**src/rtl/i2c_txn_arbiter.sv**
```systemverilog
// Round-robin arbiter that shares one i2c_master among NUM_REQ requesters and
// sequences each single-byte transaction through start, data, stop hold and response.
module i2c_txn_arbiter #(
  parameter int NUM_REQ       = 4,
  parameter int TIMEOUT_CYC   = 4096,
  parameter int STOP_HOLD_CYC = 8
) (
  input  logic                   clk,
  input  logic                   reset,
  input  logic [NUM_REQ-1:0]     req_valid,
  input  logic [NUM_REQ-1:0]     req_rw,
  input  logic [7*NUM_REQ-1:0]   req_addr,
  input  logic [8*NUM_REQ-1:0]   req_wdata,
  output logic [NUM_REQ-1:0]     req_ready,
  output logic [NUM_REQ-1:0]     rsp_valid,
  output logic [7:0]             rsp_rdata,
  output logic [1:0]             rsp_err,
  output logic                   busy,
  output logic                   m_start,
  output logic                   m_stop,
  output logic                   m_rw,
  output logic [6:0]             m_addr,
  output logic [7:0]             m_wdata,
  input  logic                   m_done,
  input  logic                   m_nack,
  input  logic [7:0]             m_rdata
);

  localparam int GW = $clog2(NUM_REQ);
  localparam int TW = (TIMEOUT_CYC > 1) ? $clog2(TIMEOUT_CYC) : 1;
  localparam int SW = (STOP_HOLD_CYC > 1) ? $clog2(STOP_HOLD_CYC) : 1;
  localparam logic [TW-1:0] TMO_LAST  = TW'(TIMEOUT_CYC - 1);
  localparam logic [SW-1:0] STOP_LAST = SW'(STOP_HOLD_CYC - 1);

  typedef enum logic [1:0] {IDLE, XFER, STOP, RESP} state_t;

  state_t               state, next_state;
  logic [GW-1:0]        ptr, grant, pick;
  logic                 pick_found;
  logic                 pick_rw;
  logic [6:0]           pick_addr;
  logic [7:0]           pick_wdata;
  logic [TW-1:0]        tmo_cnt;
  logic [SW-1:0]        stop_cnt;
  logic [NUM_REQ-1:0]   req_ready_d, rsp_valid_d;
  logic                 busy_d, m_start_d, m_stop_d;

  // Round-robin scan starting at ptr, wrapping past the top requester.
  always_comb begin
    int idx;
    pick       = ptr;
    pick_found = 1'b0;
    idx        = 0;
    for (int i = 0; i < NUM_REQ; i++) begin
      idx = int'(ptr) + i;
      if (idx >= NUM_REQ) idx = idx - NUM_REQ;
      if (!pick_found && req_valid[GW'(idx)]) begin
        pick       = GW'(idx);
        pick_found = 1'b1;
      end
    end
  end

  always_comb begin
    pick_rw    = 1'b0;
    pick_addr  = '0;
    pick_wdata = '0;
    for (int i = 0; i < NUM_REQ; i++) begin
      if (GW'(i) == pick) begin
        pick_rw    = req_rw[i];
        pick_addr  = req_addr[7*i +: 7];
        pick_wdata = req_wdata[8*i +: 8];
      end
    end
  end

  // State register plus the latched command fields, counters and registered outputs.
  always_ff @(posedge clk) begin
    if (!reset) begin
      state     <= IDLE;
      ptr       <= '0;
      grant     <= '0;
      tmo_cnt   <= '0;
      stop_cnt  <= '0;
      req_ready <= '0;
      rsp_valid <= '0;
      rsp_rdata <= '0;
      rsp_err   <= '0;
      busy      <= 1'b0;
      m_start   <= 1'b0;
      m_stop    <= 1'b0;
      m_rw      <= 1'b0;
      m_addr    <= '0;
      m_wdata   <= '0;
    end else begin
      state     <= next_state;
      req_ready <= req_ready_d;
      rsp_valid <= rsp_valid_d;
      busy      <= busy_d;
      m_start   <= m_start_d;
      m_stop    <= m_stop_d;
      case (state)
        IDLE: begin
          if (pick_found) begin
            grant   <= pick;
            m_rw    <= pick_rw;
            m_addr  <= pick_addr;
            m_wdata <= pick_wdata;
            tmo_cnt <= '0;
          end
        end
        XFER: begin
          stop_cnt <= '0;
          if (m_done) begin
            rsp_rdata <= m_rw ? m_rdata : 8'h00;
            rsp_err   <= {1'b0, m_nack};
          end else if (tmo_cnt == TMO_LAST) begin
            rsp_rdata <= 8'h00;
            rsp_err   <= 2'b10;
          end else begin
            tmo_cnt <= tmo_cnt + TW'(1);
          end
        end
        STOP: stop_cnt <= stop_cnt + SW'(1);
        RESP: ptr <= (grant == GW'(NUM_REQ - 1)) ? '0 : grant + GW'(1);
        default: ;
      endcase
    end
  end

  always_comb begin
    next_state = state;
    case (state)
      IDLE:    if (pick_found) next_state = XFER;
      XFER:    if (m_done || tmo_cnt == TMO_LAST) next_state = STOP;
      STOP:    if (stop_cnt == STOP_LAST) next_state = RESP;
      RESP:    next_state = IDLE;
      default: next_state = IDLE;
    endcase
  end

  // Outputs are decoded from the state being entered so they appear registered.
  always_comb begin
    req_ready_d = '0;
    rsp_valid_d = '0;
    busy_d      = (next_state != IDLE);
    m_start_d   = (next_state == XFER);
    m_stop_d    = (next_state == STOP);
    if (state == IDLE && next_state == XFER) req_ready_d[pick] = 1'b1;
    if (state == STOP && next_state == RESP) rsp_valid_d[grant] = 1'b1;
  end

endmodule

```
**config.mk**
```make
export PLATFORM = sky130hd
export DESIGN_NAME = i2c_txn_arbiter
export DESIGN_NICKNAME = d
export VERILOG_FILES = /design/src/rtl/i2c_txn_arbiter.sv
export SDC_FILE = /design/constraint.sdc
export NUM_CORES = 1
export LEC_CHECK = 0
export CAP_MARGIN = 20
export CORE_ASPECT_RATIO = 0.7
export CORE_MARGIN = 1
export CORE_UTILIZATION = 40
export CTS_CLUSTER_DIAMETER = 200
export DETAILED_ROUTE_END_ITERATION = 10
export GPL_ROUTABILITY_DRIVEN = 0
export PLACE_DENSITY = 0.78
export SYNTH_ARGS = -nofsm -noshare
export SYNTH_HDL_FRONTEND = slang
export SYNTH_SLANG_ARGS = --single-unit
```
**constraint.sdc**
```tcl
create_clock -name clk -period 2.6 [get_ports clk]
set_clock_uncertainty 0.15 [all_clocks]
set_input_delay 0.52 -clock clk [delete_from_list [all_inputs] [get_ports clk]]
set_output_delay 0.52 -clock clk [all_outputs]
set_load 0.02 [all_outputs]
```
[Word level (Yosys, flattened, before mapping)]
Cells that the tools add are included.
Operators by class
  add/sub/neg operators: 10
  magnitude comparators: 12
  equality and inequality tests: 15
  mux-type cells: 55
  reductions and logical operators: 22
Operators with widths (count)
  two-way mux 8 bit: 7
  two-way mux 12 bit: 3
  two-way mux 2 bit: 14
  two-way mux 7 bit: 4
  one-hot mux 12 bit (2 select lines): 1
  two-way mux 1 bit: 18
  < comparator 2 x 4 -> 1 bit (second input constant): 4
  adder 12 x 1 -> 12 bit (second input constant): 1
  equality test 12 bit (second input constant): 1
  equality test 2 bit (second input constant): 5
  >= comparator 3 bit (second input constant): 3
  binary-select mux 1 bit (select 2 bit): 4
  one-hot mux 2 bit (4 select lines): 1
  AND reduction 2 bit: 4
  nonzero test 2 bit: 4
  subtractor 2 x 1 -> 2 bit (second input constant): 4
  logical AND 1 bit: 7
  adder 2 x 2 -> 3 bit (second input constant): 2
  < comparator 2 x 3 -> 1 bit (second input constant): 2
  inequality test 2 bit (second input constant): 3
  one-hot mux 3 bit (2 select lines): 1
  demux 1 bit (select 2 bit): 2
  equality test 2 x 1 -> 1 bit (second input constant): 2
  equality test 2 bit (first input constant): 2
  other kinds (11): 15
Word-level totals
  register bits: 58
  input port bits: 80
  logic and storage cells: 129

[Depth between registers and ports, before layout]
Gate-level depths: netlist of the first run.
  depth after elaboration: 20
  mapped depth: 9

[Least setup slack after synthesis of the first run]
No wires, ideal clock.
  path type: register -> register
  start point: reg state[1]
  end point: reg tmo_cnt[9]
  setup time: 137 ps
  arrival time: 1822 ps
  path slack: 492 ps
  cell stages (with the launch flop): 9
  buffers on the path: 2
  cell sequence: dfxtp_1 inv_1 ha_1 buf_2 and2_1 buf_2 or4b_1 xor2_1 nor2_1
On the way
  longest elaborated chain between the ends: 3
RTL lines
  start: declaration: line 37  | state_t state, next_state;
  start signal: assignment: line 96  | state <= next_state;
  equality test 2 x 1 -> 1 bit or logical NOT 2 bit (tied branches): line 102  | case (state)
  inequality test 2 bit (no source line) or nonzero test 2 bit (tied branches)
  AND reduction 4 bit (no source line)
  end signal: assignment: line 121  | tmo_cnt <= tmo_cnt + TW'(1);
  end: declaration: line 43  | logic [TW-1:0] tmo_cnt;
Parallel ways exist; a longest one is shown, timed or not.
A chain may end at the register's enable or synchronous reset.

[Worst setup path in the final report of the first run]
  start point: in req_valid[0]
  end point: reg m_addr[1]
On the way
  longest elaborated chain between the ends: 18
RTL lines
  start: declaration: line 10  | input logic [NUM_REQ-1:0] req_valid,
  binary-select mux 1 bit (select 2 bit): line 57  | if (!pick_found && req_valid[GW'(idx)]) begin
  two-way mux 1 bit (implied by the code) (2 in a row): line 57
  two-way mux 1 bit: line 57
  logical NOT 1 bit: line 57
  logical AND 1 bit: line 57
  two-way mux 1 bit: line 57
  logical NOT 1 bit: line 57
  logical AND 1 bit: line 57
  two-way mux 1 bit: line 57
  logical NOT 1 bit: line 57
  logical AND 1 bit: line 57
  two-way mux 2 bit: line 57
  logical NOT 2 bit: line 69  | if (GW'(i) == pick) begin
  two-way mux 7 bit (4 in a row): line 69
  end signal: assignment: line 107  | m_addr <= pick_addr;
  end: declaration: line 22  | output logic [6:0] m_addr,
Parallel ways exist; a longest one is shown, timed or not. The select of a mux whose other input is x is not followed.

==> run summary, run 1 <==
The finished layout cell area came out at 0.00474 sq mm. The number of fillers in the final layout is 582. The worst pin sits at a relative slew slack of 51.9%. The share of total power dissipated in sequential elements is 36.3%. The path class of the tightest hold or removal check is reg2reg. After layout, the worst path uses 89.5% of the clock period. Once detail routing completed, the nets flagged for antenna violations numbered 0. The count of input and output buffers is 116.

The count of pins over their slew limit was 0. The first routing iteration left 121 violations. The via count of the first global-routing pass came out at 2615. The arrival time at the worst endpoint is 2.40 ns. The number of post-CTS setup repair buffers came out at 0. The proportion of total power due to net switching came out at 29.1%. The number of cells on the worst reg-to-reg path is 7. The ratio of total power to cell area came out at 585 mW/mm^2. For this run, design rule violations remaining after detail routing come to 0. The slowest stage cell on the critical path is sky130_fd_sc_hd__or4_4. The post-cts hold buffer count came out at 0. The HPWL reported at the end of detailed placement is 6.40 mm. The first global-routing pass estimated 12.8 mm of wire. The worst register-to-register path has a setup slack of 0.43 ns.

The largest total area in the synthesized netlist belongs to sky130_fd_sc_hd__dfxtp_1. The net load switching power came out at 0.806 mW. The cell-internal power is 1.97 mW. The routed length on met2 is 3.71 mm.

Routed signal wires occupy layers up through met4. The register clock-pin slew on the reported worst setup and hold paths is 0.07 ns. The total placed instance area is 0.00452 sq mm. The post-layout net count is 537. The static leakage power came out at 1.79 nW. The critical path required time is 2.68 ns. The total global routing track utilization came out at 21.1%. STA classifies the critical path startpoint as an input port.

Of all flip-flops after synthesis, the portion carrying an async set or reset was 0%. The highest clock rate came out at 430 MHz. The flow ran to the end, and the final reports show no timing, DRC or antenna violations.

The largest vdd supply drop is 0.000394 V. The clock latency on the worst-skew pair came out at 0.34 ns. By area the synthesized netlist is led by sky130_fd_sc_hd__dfxtp_1 39%, sky130_fd_sc_hd__mux2i_1 12%, sky130_fd_sc_hd__o221ai_2 5.5%, sky130_fd_sc_hd__ha_1 4.6%, sky130_fd_sc_hd__nand2_1 4.0%. The post-detailed-routing wire length is 8.20 mm. The worst setup path category is in2reg.

The time the worst path needs with I/O delays and setup came out at 2.33 ns. Of the total power, combinational logic draws 30.3%. Cells with a size suffix above 1 make up 17.1% of the layout. The synthesized netlist net count is 390. The die height came out at 74.6 microns. The startpoint identified for the worst register-to-register timing path is state[1]. The fraction of post-synthesis cell area in the top cell type by area is 38.5%. The final-report setup violation count is 0. The proportion of power drawn by the clock network is 33.4%. Row generation in the floorplan step produced 26 rows. The clock net in this run drives a total of 58 sinks. The synthesized instance count is 299.

The number of synthesis warnings is 0. The number of resized instances in the post-cts repair step came out at 0. The worst hold path cell count came out at 2.

The post-detailed-route via-to-cell ratio is 5.05. The total I/O pin count came out at 117. The hold violation count in the final report is 0. The detailed-routing iteration count for the pre-antenna-repair pass came out at 4.

The distinct cell type count after synthesis is 58. The length of routed met3 wiring came out at 383 microns. The clock tree buffer depth is 2. The count of max-cap constraint violations is 0.

The critical path goes through clkdlybuf4s50_1 -> nor2b_1 -> or4_4 -> nand2_8 -> buf_12 -> mux2i_1 -> o221ai_2. Setup repair after global routing left no endpoint under its margin. The worst setup path is captured at a register. The repair_antennas step left the layout with diodes totalling 0. The area of the die came out at 0.00789 sq mm. The capture instance of the worst register-to-register path is tmo_cnt[8]. The total clock buffers created by CTS came out at 9. TritonCTS built the clock tree. The leftover overflow at the end of global routing came out at 0. In this design, the stage delay of the slowest critical-path cell is 0.56 ns.

Each instance of the synthesized netlist takes up on average 10.1 sq um. Counting flops and latches in the post-synthesis netlist gives 58. The hold path startpoint is m_wdata[0]. The clock tree synthesis step divided the H-tree into 3 levels. The starting density of the core came out at 41.4%. The core region is 0.00729 sq mm. Counting flops with a built-in enable in the synthesized netlist gives 0. The flip-flop cell with the highest count after synthesis is sky130_fd_sc_hd__dfxtp_1. For hold timing, the worst endpoint is m_wdata[0]. Sequential elements use 38.5% of the synthesized area. For the pin with the worst max-slew slack, the measured transition is 0.716 ns.

From synthesis to final layout, the design area changed by 57.3%. In this run the clock root is driven by a sky130_fd_sc_hd__clkbuf_8. The initial antenna violation count is 0.

The cell area after synthesis came out at 0.00301 sq mm. The mean routed wirelength per cell is 14.9 microns. The routed length on met1 came out at 4.02 mm.

The total vias in the final route is 2773. The power consumption came out at 2.77 mW. The die is 106 microns wide. Entering global routing, the biggest net connects 17 pins.

The biggest fanout along the worst timing path is 12.
==> worst max-delay path by stage <==
stage / start / end / slack [ns] / cells past startpoint
after CTS: req_valid[0] / m_addr[1] / 0.27 / 7
after global routing: req_valid[0] / tmo_cnt[10] / 0.13 / 8
after floorplan: state[1] / tmo_cnt[9] / 0.49 / 8
after detailed placement: req_valid[0] / m_addr[1] / -0.10 / 7
after global placement: req_valid[0] / m_addr[2] / -0.03 / 7
final: req_valid[0] / m_addr[1] / 0.27 / 7
==> power by group through the flow <==
stage | combinational (mW) | clock, mW | sequential (mW)
floorplan | 0.341 | 0 | 1.10
global route | 0.901 | 0.991 | 1.02
CTS | 0.844 | 0.943 | 1.01
global placement | 0.825 | 0 | 1.02
finish | 0.841 | 0.927 | 1.01
detailed placement | 0.838 | 0 | 1.03
==> worst max-delay path, delay by kind of cell <==
family	cells	cell delay (ns)
AO/OA/AOI/OAI	1	0.12
buffers and inverters	2	0.63
multiplexers	1	0.25
AND/OR/NAND/NOR	3	0.88
==> area by class of cell <==
type / instances / area [sq um] / area share [%]
Multi-Input combinational cell: 219 / 1720 / 36.2
Timing Repair Buffer: 150 / 1490 / 31.5
Sequential cell: 58 / 1160 / 24.5
Clock buffer: 11 / 141 / 2.98
Tap cell: 98 / 123 / 2.59
Clock inverter: 5 / 77.6 / 1.64
Inverter: 8 / 30.0 / 0.633
==> cell families (layout without fill, tap and decap cells) <==
kind of cell,count (synthesis),count (layout),synth area share [%]
xor+xnor,10,10,2.91
compound gates,52,52,16.6
simple gates,108,108,20.2
mux,38,38,12.7
flops,58,58,38.5
buf+inv,22,174,4.48
fa+ha+maj,11,11,4.57
==> metrics by stage <==
stage	hold slack (ns)	setup slack [ns]	cells	util [%]	setup TNS [ns]
after floorplan	0.299	0.492	299	-	0
after global placement	0.295	-0.0274	533	62.1	-0.139
after detailed placement	0.304	-0.101	533	62.1	-1.25
after CTS	0.320	0.267	549	65.1	0
after global routing	0.340	0.132	549	65.1	0
final	0.318	0.274	549	65.1	0
==> synth_stat cells, types with 3 or more instances <==
cell and n:
sky130_fd_sc_hd__a21oi_1 7, sky130_fd_sc_hd__a22o_1 8, sky130_fd_sc_hd__and3_1 3, sky130_fd_sc_hd__and4_1 4, sky130_fd_sc_hd__buf_2 4, sky130_fd_sc_hd__clkbuf_1 4, sky130_fd_sc_hd__dfxtp_1 58, sky130_fd_sc_hd__ha_1 11
sky130_fd_sc_hd__inv_1 7, sky130_fd_sc_hd__mux2i_1 36, sky130_fd_sc_hd__nand2_1 32, sky130_fd_sc_hd__nand2b_1 6, sky130_fd_sc_hd__nand3_1 8, sky130_fd_sc_hd__nand4_1 3, sky130_fd_sc_hd__nor2_1 24, sky130_fd_sc_hd__nor2b_1 3
sky130_fd_sc_hd__nor4_1 4, sky130_fd_sc_hd__o21a_1 4, sky130_fd_sc_hd__o21ai_1 4, sky130_fd_sc_hd__o221ai_1 6, sky130_fd_sc_hd__o221ai_2 11, sky130_fd_sc_hd__xnor2_1 4, sky130_fd_sc_hd__xor2_1 6
==> layout by cell type (no fill, tap or decap), types with 6 or more instances in the layout <==
master,instances
sky130_fd_sc_hd__a21oi_1,7
sky130_fd_sc_hd__a22o_1,8
sky130_fd_sc_hd__buf_12,6
sky130_fd_sc_hd__buf_4,28
sky130_fd_sc_hd__clkbuf_8,10
sky130_fd_sc_hd__clkdlybuf4s50_1,116
sky130_fd_sc_hd__dfxtp_1,58
sky130_fd_sc_hd__ha_1,11
sky130_fd_sc_hd__inv_1,7
sky130_fd_sc_hd__mux2i_1,36
sky130_fd_sc_hd__nand2_1,32
sky130_fd_sc_hd__nand2b_1,6
sky130_fd_sc_hd__nand3_1,8
sky130_fd_sc_hd__nor2_1,24
sky130_fd_sc_hd__o221ai_1,6
sky130_fd_sc_hd__o221ai_2,11
sky130_fd_sc_hd__xor2_1,6
==> layer usage <==
metal	vias up	GRT usage [%]
met5	-	0
met1	1297	29.2
met3	6	5.97
li1	1397	-
met2	73	31.4
met4	0	8.33
==> flip-flops by register name, indices dropped and copies added (netlist names) <==
register / flops
m_addr: 7
state: 2
m_rw: 1
rsp_err: 2
m_stop: 1
m_wdata: 8
grant: 2
rsp_valid: 4
ptr: 2
tmo_cnt: 12
stop_cnt: 3
busy: 1
rsp_rdata: 8
m_start: 1
req_ready: 4
Note: power is estimated with default switching activity, not from simulation.
==> run 2: changes to the inputs <==
Settings changed: ABC_AREA from default to 1, GPL_TIMING_DRIVEN from default to 0, PLACE_DENSITY 0.78 to 0.76.
==> run 2 against run 1 <==
Net effect:
- the flow now finishes with violations (design-rule violations)
- register-to-register slack lost 0.24 ns
- non-clock buffer count down 10
- worst setup slack worse by 0.16 ns
- combinational power increased by 4.6%
- count of clock-buffer cells in the layout rose by 1
- clock power up 47%
- critical path type unchanged
==> run summary, run 2 <==
The endpoint identified for the worst register-to-register timing path is req_ready[3]. The critical path is of the in2reg type. The total I/O pin count came out at 117. The worst-case register-to-register setup slack came out at 0.19 ns. Leaving out fill and tap cells, the most frequent cell in the layout is sky130_fd_sc_hd__nand2_1. Registers are responsible for 30.7% of the overall power. The leftover overflow at the end of global routing is 0. The number of fillers in the final layout came out at 677.

In this run the number of H-tree levels came out at 3. The total clock buffers created by CTS is 9. Of the total power, the share spent switching nets is 28.6%. The placed instances occupy a cell area of 0.00461 sq mm. Tracing the worst setup path back leads to its startpoint at req_valid[0]. The initial antenna violation count came out at 0. For this run, the top clock speed supported by timing is 402 MHz. The synthesized-area fraction occupied by adder cells came out at 4.14%. The largest vdd supply drop came out at 0.000295 V.

The cell-internal power is 2.31 mW. The biggest area contributor in the post-synthesis netlist is sky130_fd_sc_hd__dfxtp_1. The distinct cell type count after synthesis came out at 37. The static leakage power came out at 2.14 nW.

The critical path required time came out at 2.64 ns. The placeable core area is 0.00797 sq mm. The signal on the critical path passes through clkdlybuf4s50_1 -> inv_1 -> nand2_1 -> nand2_2 -> o21ai_4 -> nand4_1 -> nand2_4 -> clkinv_8 -> buf_2 -> o21ai_1 -> nand3_1 -> nand2_1 -> a21oi_2. The net load switching power is 0.926 mW. The die is 78.3 microns tall. The area growth from synthesis to layout came out at 53.4%. The count of nets left with antenna violations once routing finished came out at 0. The share of async-settable or async-resettable flops after synthesis came out at 0%. The post-detailed-route via-to-cell ratio came out at 5.02. After detailed routing, the average wire length per cell comes to 13.5 microns. A synthesized cell averages 6.87 sq um.

The floorplan step set the die width to 111 microns. The biggest fanout along the worst timing path came out at 10. The number of cells on the worst reg-to-reg path came out at 10. The flow ran to the end, but the final reports show violations. STA classifies the critical path startpoint as an input port. sky130_fd_sc_hd__nand2_1 is the most common cell in the netlist. The first global-routing pass estimated 15.2 mm of wire. The slowest stage cell on the critical path is sky130_fd_sc_hd__clkdlybuf4s50_1.

The ratio of cells with drive above 1 in the final layout came out at 13.6%. Entering global routing, the biggest net connects 11 pins. Of the total synthesized cell area, the portion taken by AND, OR, NAND and NOR gates is 35.0%. The number of synthesis warnings is 0. The root buffer cell is sky130_fd_sc_hd__clkbuf_16.

The library cells used most frequently in the layout, excluding fill and tap cells, are 118 x sky130_fd_sc_hd__nand2_1, 116 x sky130_fd_sc_hd__clkdlybuf4s50_1, 57 x sky130_fd_sc_hd__dfxtp_1, 55 x sky130_fd_sc_hd__inv_1, 55 x sky130_fd_sc_hd__nand3_1. The count of pins over their slew limit is 0. The kind of path behind the tightest hold check is reg2reg. Ranked by flip-flop count, first place goes to tmo_cnt. The post-detailed-routing wire length came out at 9.78 mm.

The highest metal layer with signal wires is met4. In the synthesized netlist, the number of instances is 484. Port buffering added 116 buffers. The finished layout cell area came out at 0.00510 sq mm. The worst hold path cell count came out at 2. The HPWL reported at the end of detailed placement came out at 7.23 mm.

The clock latency on the worst-skew pair came out at 0.33 ns. The combinational share of power came out at 27.2%. Detailed routing placed a total of 4.55 mm of wire on met2. The proportion of synthesized chip area in sequential cells came out at 34.9%.

The detailed-routing iteration count for the pre-antenna-repair pass is 7. The worst setup slack after placement came out at -0.389 ns. After detailed routing, the number of remaining DRC violations is 8. The DRC violation total after the first TritonRoute iteration is 155. The clock period could shrink to 2.49 ns. The clock tree buffer depth is 2.

The xor/xnor cell area share of the yosys netlist is 0.263%. Max-cap violations in this run came to 0. The final critical-path share of the clock period came out at 95.7%. The post-layout net count is 709.

The number of nets in the synthesized netlist is 575. The biggest cell delay along the critical path came out at 0.50 ns. In the global route stage, overall resource usage came out at 22.0%. Once the floorplan was initialized, standard cells occupied 41.7% of the core. In this run the biggest area consumer among cell types represents 34.9% of the synthesized area.

The ratio of total power to cell area came out at 634 mW/mm^2. The largest registers in the layout are tmo_cnt x12, m_wdata x8, rsp_rdata x8. The hold violation count in the final report came to 0.

The portion of netlist area occupied by mux cells came out at 0%. The initialized floorplan defines 27 standard-cell rows. After synthesis, the most frequently instantiated cells are 120 x sky130_fd_sc_hd__nand2_1, 58 x sky130_fd_sc_hd__dfxtp_1, 58 x sky130_fd_sc_hd__inv_1. The dominant combinational cell family by area after synthesis is simple AND/OR/NAND/NOR gates. The worst slew margin relative to its limit is 60.2%. The number of sinks handled by clock tree synthesis came out at 58. In this run, synthesis produced a sequential element count of 58. The most used flip-flop cell after synthesis is sky130_fd_sc_hd__dfxtp_1. For the pin with the worst max-slew slack, the measured transition is 0.598 ns.

The compound-gate portion of the synthesized area is 14.9%. The routed design uses 781 microns of met3 wire. Summing every instance area after synthesis gives 0.00333 sq mm. The repair_antennas step left the layout with diodes totalling 0.

The cell class contributing the biggest share of worst-path delay is buffers and inverters. The critical path buffer and inverter count is 4. Summing over every cut layer, the via total after detailed routing is 3636. The proportion of power drawn by the clock network is 42.1%. The checks that failed: design-rule violations. The floorplan step defined a die boundary enclosing 0.00869 sq mm. Among the stages of the critical path, the cell type that occurs most often is sky130_fd_sc_hd__nand2_1. In this run the most critical hold path is launched from m_wdata[4]. The routed length on met1 is 4.27 mm. STA classifies the critical path endpoint as a register. TritonCTS built the clock tree. The number of flip-flops in the largest register is 12. The via count of the first global-routing pass was 3342.

After layout, the worst setup slack is 0.112 ns. The number of enable-type register cells in the synthesized netlist came out at 0. The arrival time at the worst endpoint came out at 2.53 ns. The origin of the critical flop-to-flop path is state[1]. By area the synthesized netlist is led by sky130_fd_sc_hd__dfxtp_1 35%, sky130_fd_sc_hd__nand2_1 14%, sky130_fd_sc_hd__nand3_1 8.4%, sky130_fd_sc_hd__inv_1 6.5%, sky130_fd_sc_hd__a21oi_1 5.0%. The register clock-pin slew on the reported worst setup and hold paths came out at 0.05 ns.

The final-report setup violation count came out at 0. The worst hold path terminates at m_wdata[4].
-- run 2: timing repair --
action / 4_1_cts / 5_1_grt
gates cloned: 0 / 1
hold endpoints to repair: 0 / 0
pin swaps: 0 / 7
resized for setup: 2 / 24
setup buffers: 0 / 7
setup endpoints to repair: 11 / 25
hold buffers: 0 / 0
-- run 2: worst max path at each step --
stage	depth (start not counted)	to	slack (ns)
detailed placement	14	m_addr[1]	-0.39
finish	13	m_addr[1]	0.11
global route	19	m_addr[1]	-0.01
CTS	15	m_addr[1]	0.05
global placement	14	m_addr[1]	-0.35
floorplan	17	m_addr[1]	0.49
-- run 2: layout make-up --
type	count	area, sq um	area share, %
Clock buffer	12	246	4.83
Sequential cell	58	1160	22.8
Clock inverter	4	98.8	1.94
Inverter	64	253	4.95
Buffer	16	121	2.38
Timing Repair Buffer	124	1240	24.3
Tap cell	101	126	2.48
Multi-Input combinational cell	345	1860	36.4
-- run 2: worst reg2reg max path, cell delays in order (launching register included) --
cell and delay [ns]:
sky130_fd_sc_hd__dfxtp_1 0.37, sky130_fd_sc_hd__inv_1 0.12, sky130_fd_sc_hd__ha_1 0.19, sky130_fd_sc_hd__clkbuf_1 0.21, sky130_fd_sc_hd__nand3_4 0.19, sky130_fd_sc_hd__nand2_1 0.10
sky130_fd_sc_hd__o21ai_0 0.37, sky130_fd_sc_hd__o31ai_4 0.16, sky130_fd_sc_hd__nor2_2 0.20, sky130_fd_sc_hd__nand2_1 0.16, sky130_fd_sc_hd__nor2_1 0.12
-- run 2: cells by family (layout without fill, tap and decap cells) --
| group | Yosys count | after routing |
|---|---|---|
| compound gates | 87 | 87 |
| xor+xnor | 1 | 1 |
| fa+ha+maj | 11 | 11 |
| buf+inv | 81 | 220 |
| flops | 58 | 58 |
| simple gates | 246 | 246 |
-- run 2: through the flow --
step	TNS (ns)	util, %	std cells	power, mW	hold WS (ns)
after CTS	0	62.2	717	3.19	0.323
after global placement	-6.15	57.9	701	1.81	0.304
after floorplan	0	-	484	1.48	0.294
final	0	64.0	724	3.24	0.322
after global routing	-0.0631	64.0	724	3.37	0.330
after detailed placement	-7.61	57.9	701	1.83	0.313
-- run 2: power groups by stage --
stage	clock network [mW]	logic, mW	registers, mW
floorplan	0	0.414	1.07
global placement	0	0.804	1.01
detailed placement	0	0.817	1.01
CTS	1.38	0.824	0.993
global route	1.41	0.962	0.999
finish	1.36	0.880	0.993
-- run 2: metal layers --
layer / vias up / global-route usage [%]
li1: 1838 / -
met1: 1661 / 26.5
met2: 123 / 37.2
met3: 14 / 7.57
met4: 0 / 6.16
met5: - / 0
